[src/rtl/uart_rx_pkg.sv]
// Shared definitions for the UART receive path: byte width and receiver FSM states.
`timescale 1ns/1ps
package uart_rx_pkg;
  localparam int unsigned UART_BYTE_WIDTH = 8;

  typedef enum logic [1:0] {
    IDLE,
    START,
    DATA,
    STOP
  } rx_state_t;
endpackage

[src/rtl/uart_sync.sv]
// Two-flop synchroniser for the asynchronous rx pin; resets to the idle-high level.
`timescale 1ns/1ps
module uart_sync (
  input  logic clk,
  input  logic rst,
  input  logic d,
  output logic q
);
  logic meta;

  always_ff @(posedge clk) begin
    if (!rst) begin
      meta <= 1'b1;
      q    <= 1'b1;
    end else begin
      meta <= d;
      q    <= meta;
    end
  end
endmodule

[src/rtl/uart_rx.sv]
// 8N1 UART receiver, LSB first: start-bit validation at mid-bit, mid-bit data/stop sampling,
// one uart_byte_ready pulse per good frame, one framing_err pulse per bad stop bit.
`timescale 1ns/1ps
module uart_rx
  import uart_rx_pkg::*;
#(
  parameter int unsigned CLKS_PER_BIT = 217
) (
  input  logic                       clk,
  input  logic                       rst,
  input  logic                       rx,
  output logic [UART_BYTE_WIDTH-1:0] uart_byte,
  output logic                       uart_byte_ready,
  output logic                       framing_err
);
  localparam int unsigned CNT_W = $clog2(CLKS_PER_BIT);
  localparam logic [CNT_W-1:0] CNT_HALF = CNT_W'(CLKS_PER_BIT / 2 - 1);
  localparam logic [CNT_W-1:0] CNT_FULL = CNT_W'(CLKS_PER_BIT - 1);

  logic                       rx_s;
  logic                       rx_prev;
  rx_state_t                  state, state_n;
  logic [CNT_W-1:0]           cnt, cnt_n;
  logic [2:0]                 bit_idx, bit_idx_n;
  logic [UART_BYTE_WIDTH-1:0] shreg, shreg_n;
  logic [UART_BYTE_WIDTH-1:0] byte_n;
  logic                       ready_n;
  logic                       ferr_n;

  uart_sync u_sync (
    .clk (clk),
    .rst (rst),
    .d   (rx),
    .q   (rx_s)
  );

  always_ff @(posedge clk) begin
    if (!rst) begin
      rx_prev         <= 1'b1;
      state           <= IDLE;
      cnt             <= '0;
      bit_idx         <= '0;
      shreg           <= '0;
      uart_byte       <= '0;
      uart_byte_ready <= 1'b0;
      framing_err     <= 1'b0;
    end else begin
      rx_prev         <= rx_s;
      state           <= state_n;
      cnt             <= cnt_n;
      bit_idx         <= bit_idx_n;
      shreg           <= shreg_n;
      uart_byte       <= byte_n;
      uart_byte_ready <= ready_n;
      framing_err     <= ferr_n;
    end
  end

  always_comb begin
    state_n   = state;
    cnt_n     = cnt;
    bit_idx_n = bit_idx;
    shreg_n   = shreg;
    byte_n    = uart_byte;
    ready_n   = 1'b0;
    ferr_n    = 1'b0;

    case (state)
      IDLE: begin
        // Edge-triggered start: a line held low must be seen high before re-arming.
        if (rx_prev && !rx_s) begin
          state_n = START;
          cnt_n   = '0;
        end
      end
      START: begin
        if (cnt == CNT_HALF) begin
          cnt_n = '0;
          if (!rx_s) begin
            state_n   = DATA;
            bit_idx_n = '0;
          end else begin
            state_n = IDLE;
          end
        end else begin
          cnt_n = cnt + CNT_W'(1);
        end
      end
      DATA: begin
        if (cnt == CNT_FULL) begin
          cnt_n     = '0;
          shreg_n   = {rx_s, shreg[UART_BYTE_WIDTH-1:1]};
          bit_idx_n = bit_idx + 3'd1;
          if (bit_idx == 3'd7) state_n = STOP;
        end else begin
          cnt_n = cnt + CNT_W'(1);
        end
      end
      STOP: begin
        // Leave mid-stop-bit so a back-to-back start edge is not missed.
        if (cnt == CNT_FULL) begin
          cnt_n   = '0;
          state_n = IDLE;
          if (rx_s) begin
            byte_n  = shreg;
            ready_n = 1'b1;
          end else begin
            ferr_n = 1'b1;
          end
        end else begin
          cnt_n = cnt + CNT_W'(1);
        end
      end
      default: state_n = IDLE;
    endcase
  end
endmodule

[config.mk]
export PLATFORM = sky130hd
export DESIGN_NAME = uart_rx
export DESIGN_NICKNAME = d
export VERILOG_FILES = /design/src/rtl/uart_rx_pkg.sv /design/src/rtl/uart_sync.sv /design/src/rtl/uart_rx.sv
export SDC_FILE = /design/constraint.sdc
export NUM_CORES = 1
export LEC_CHECK = 0
export ABC_AREA = 1
export BUFFER_PORTS_ARGS = -buffer_cell sky130_fd_sc_hd__buf_2
export CAP_MARGIN = 15
export CORE_MARGIN = 3
export CORE_UTILIZATION = 65
export CTS_BUF_LIST = sky130_fd_sc_hd__clkbuf_4 sky130_fd_sc_hd__clkbuf_8
export DETAILED_ROUTE_END_ITERATION = 12
export GPL_ROUTABILITY_DRIVEN = 0
export PLACE_DENSITY_LB_ADDON = 0.2
export SYNTH_ARGS = -nofsm -noshare
export SYNTH_HDL_FRONTEND = slang
export SYNTH_SLANG_ARGS = --single-unit
[constraint.sdc]
create_clock -name clk -period 3.4 [get_ports clk]
set_clock_uncertainty 0.2 [all_clocks]
set_input_delay 0 -clock clk [delete_from_list [all_inputs] [get_ports clk]]
set_output_delay 0 -clock clk [all_outputs]
set_load 0.01 [all_outputs]
==> flow_summary.ini <==
[worst_setup_path]
maximum_fanout_encountered_on_the_critical_timing_path = 8
reg2reg_depth = 9
setup.worst_path.class = register to register
startpoint_type = register
cp_data_required_time_ns = 3.45
reg2reg_setup_slack_ns = 1.64
critical_path_at_ns = 1.81
rr_startpoint = cnt[0]
worstSetupEndpointType = register
crit_reg_reg_endpoint = cnt[3]

[floorplanning]
io_pins = 13
dieHeight_um = 53.98
die_area_sq_um = 2914
rows = 16
die-width_um = 53.98
initial_utilization = 0.7257
placeableCoreArea_sq_um = 2062

[min_path]
hold_path_depth = 3
timing.hold.worst.start = rx
hold_path.class = input port to register
hold_end = u_sync.meta

[final_layout]
final_layout_size_suffix_gt1_frac = 0.1689
nNetsFinal = 226
layout_cells_excl_fill = 246
design_area_sq_um = 1672
layout.core_utilization = 0.8107
antenna_cells = 0
area_delta_synth_final_pct = 11.71

[routing]
antenna_violation_net_count_after_detailed_routing = 0
dr.first_iter.drc_count = 63
via_count = 1322
route.detailed.wl_per_inst_um = 12.44
first_pass_iters = 4
post-route-drc-count = 0
final_routed_wirelength_um = 3061
via_density_per_instance = 5.374

[synthesis]
post_synth_mux_area_share = 0
synth_fa_ha_area_frac = 0.03344
yosys.cell_types.count = 27
synth.area.top_cells = sky130_fd_sc_hd__dfxtp_1 (45%), sky130_fd_sc_hd__nand2_1 (13%), sky130_fd_sc_hd__a21oi_1 (9.0%), sky130_fd_sc_hd__inv_1 (6.0%), sky130_fd_sc_hd__o21ai_0 (4.0%)
async_flop_share = 0
post_synth_inst_count = 201
syn_nets = 208
synth_edf_count = 0
xor_xnor_fraction_of_synth_area = 0
post_synth_design_cell_area_sq_um = 1496
synth_largest_area_cell = sky130_fd_sc_hd__dfxtp_1
yosys.area_share.simple = 0.2450
ys_seq_area_frac = 0.4548
yosys_warnings = 0
synth_top_area_share = 0.4548
synth_top_family_by_area = simple AND/OR/NAND/NOR gates
dominantRegCellSynth = sky130_fd_sc_hd__dfxtp_1
synth.ff_latch_count = 34
avg_cell_area_syn_sq_um = 7.445
area_fraction_in_compound_gates_after_synthesis = 0.1706

[power]
seq_power_share = 0.526
p_sw_frac = 0.2394
power.share.clock = 0.386
power.switching_uw = 187.9
p_leak_nw = 0.7350
p_comb_frac = 0.088
p_per_area_nw_per_um2 = 469.6
internal_power_uw = 597.1
total_power_uw = 785.0
worst_ir_drop_vdd_mv = 0.4877

[global_routing]
antenna_found_initial = 0
grt_pass1_vias = 1231
grt_overflow = 0
grtUsageTotal = 0.2481
grt_pass1_wl_um = 5099
pin_count_of_the_biggest_net_entering_global_routing = 19

[sta]
max_slew_vio_count = 0
whs_ns = 0.1900
finalHoldViolCount = 0
worst_slew_pin_slew_ns = 0.5155
grt_setup_unrepaired = no
worst_rel_slew_slack = 0.6542
max_freq_mhz = 568.7
finalSetupViolations = 0
fin_crit_ns = 1.759
finalSetupTns_ns = 0
final_worst_slack_ns = 1.641
final_worst_path_cycle_share = 0.5172

[clock_tree]
numCtsBuffers = 5
cts.repair.resized = 0
cts_tree = yes
postCtsSetupRepairBufs = 0
clkSinkCount = 34
insertion_delay_ns = 0.33
clockRootBuffer = sky130_fd_sc_hd__clkbuf_4
htree_levels = 2
cts.reportedPaths.clkPinSlew_ns = 0.10
cts_buffer_depth = 2

[job]
maxCapViolCount = 0

[outcome]
status = complete, no violations

[place]
numPortBuffers = 12
place_ws_ns = 1.687
placed_cells = 237
post_dp_cell_area_sq_um = 1570
hpwl_um = 2038
## power by group through the flow
stage               combinational [mW]  sequential (mW)  clock (mW)
finish                          0.0690            0.413       0.303
global route                    0.0765            0.415       0.324
CTS                             0.0680            0.413       0.306
detailed placement              0.0660            0.422           0
global placement                0.0635            0.422           0
floorplan                       0.0515            0.421           0
## metal layers
| metal | global-route usage | part of all wire |
|---|---|---|
| met1 | 0.2709 | 0.41 |
| met2 | 0.4435 | 0.51 |
| met3 | 0.07479 | 0.061 |
| met4 | 0.09959 | 0.024 |
| met5 | 0 | 0 |
## timing repair
item,CTS,global route
hold endpoints to repair,17,0
hold buffers,2,0
endpoints found under the setup margin,0,0
## final cells by class
cell class | instances | area [sq um]
Clock buffer | 6 | 51.30
Clock inverter | 1 | 30.03
Timing Repair Buffer | 14 | 80.08
Inverter | 32 | 123.9
Multi-Input combinational cell | 132 | 671.9
Sequential cell | 34 | 680.7
Fill cell | 133 | 390.4
Tap cell | 27 | 33.78
## flip-flops by register name, indices dropped and copies added, names as in the netlist, named ones only
register and flops:
cnt 8, shreg 8, uart_byte 8, bit_idx 3, framing_err 1, rx_prev 1, state 1, u_sync.meta 1
u_sync.q 1, uart_byte_ready 1
## synth_stat cells (3+ instances only)
cell type                 number
sky130_fd_sc_hd__ha_1          4
sky130_fd_sc_hd__inv_2         5
sky130_fd_sc_hd__a21oi_1      27
sky130_fd_sc_hd__or2_2         3
sky130_fd_sc_hd__o21ai_0      12
sky130_fd_sc_hd__inv_1        24
sky130_fd_sc_hd__dfxtp_1      34
sky130_fd_sc_hd__nand2_1      53
sky130_fd_sc_hd__nor2_1       10
sky130_fd_sc_hd__nand3_1       8
## cell families after synthesis
| kind of cell | after synthesis |
|---|---|
| adders and majority gates | 4 |
| buffers and inverters | 35 |
| AOI/OAI and AO/OA | 46 |
| DFF | 34 |
| and+or+nand+nor | 82 |
## worst max path at each step
stage / start / to / slack [ns] / depth (start not counted)
2_1_floorplan: cnt[0] / bit_idx[0] / 1.85 / 10
3_3_place_gp: cnt[0] / bit_idx[0] / 1.73 / 10
3_5_place_dp: cnt[0] / bit_idx[0] / 1.69 / 10
4_1_cts: cnt[0] / cnt[3] / 1.67 / 9
5_1_grt: cnt[0] / uart_byte[0] / 1.51 / 9
6_report: cnt[0] / cnt[3] / 1.64 / 9
## critical path: stages (launching register included)
cell	delay [ns]
sky130_fd_sc_hd__dfxtp_1	0.40
sky130_fd_sc_hd__inv_1	0.06
sky130_fd_sc_hd__ha_1	0.19
sky130_fd_sc_hd__nand2_1	0.07
sky130_fd_sc_hd__nor2_1	0.05
sky130_fd_sc_hd__nand2_2	0.13
sky130_fd_sc_hd__inv_4	0.07
sky130_fd_sc_hd__o21ai_4	0.22
sky130_fd_sc_hd__nand3b_1	0.13
sky130_fd_sc_hd__a21oi_1	0.16
## layout by cell type, fill, tap and decap left out
cell                            instances
sky130_fd_sc_hd__or2_2                  3
sky130_fd_sc_hd__buf_2                 12
sky130_fd_sc_hd__nor3_1                 2
sky130_fd_sc_hd__bufinv_16              1
sky130_fd_sc_hd__ha_1                   4
sky130_fd_sc_hd__nand3b_1               2
sky130_fd_sc_hd__nand2_1               53
sky130_fd_sc_hd__nand2_2                1
sky130_fd_sc_hd__nand2_4                1
sky130_fd_sc_hd__clkbuf_4               5
sky130_fd_sc_hd__a21oi_2                1
sky130_fd_sc_hd__a21oi_1               27
sky130_fd_sc_hd__nand3_1                8
sky130_fd_sc_hd__inv_4                  1
sky130_fd_sc_hd__dfxtp_1               34
sky130_fd_sc_hd__inv_1                 24
sky130_fd_sc_hd__clkinv_2               1
sky130_fd_sc_hd__clkinv_1               1
sky130_fd_sc_hd__nor2_4                 1
sky130_fd_sc_hd__dlygate4sd3_1          2
sky130_fd_sc_hd__inv_2                  5
sky130_fd_sc_hd__o21ai_4                1
sky130_fd_sc_hd__o21ai_2                2
sky130_fd_sc_hd__o21ai_1                2
sky130_fd_sc_hd__o21ai_0               12
sky130_fd_sc_hd__a21o_1                 1
sky130_fd_sc_hd__nor2_1                10
sky130_fd_sc_hd__clkbuf_8               1
sky130_fd_sc_hd__nand3_4                1
Power figures use the tool's default switching activity.
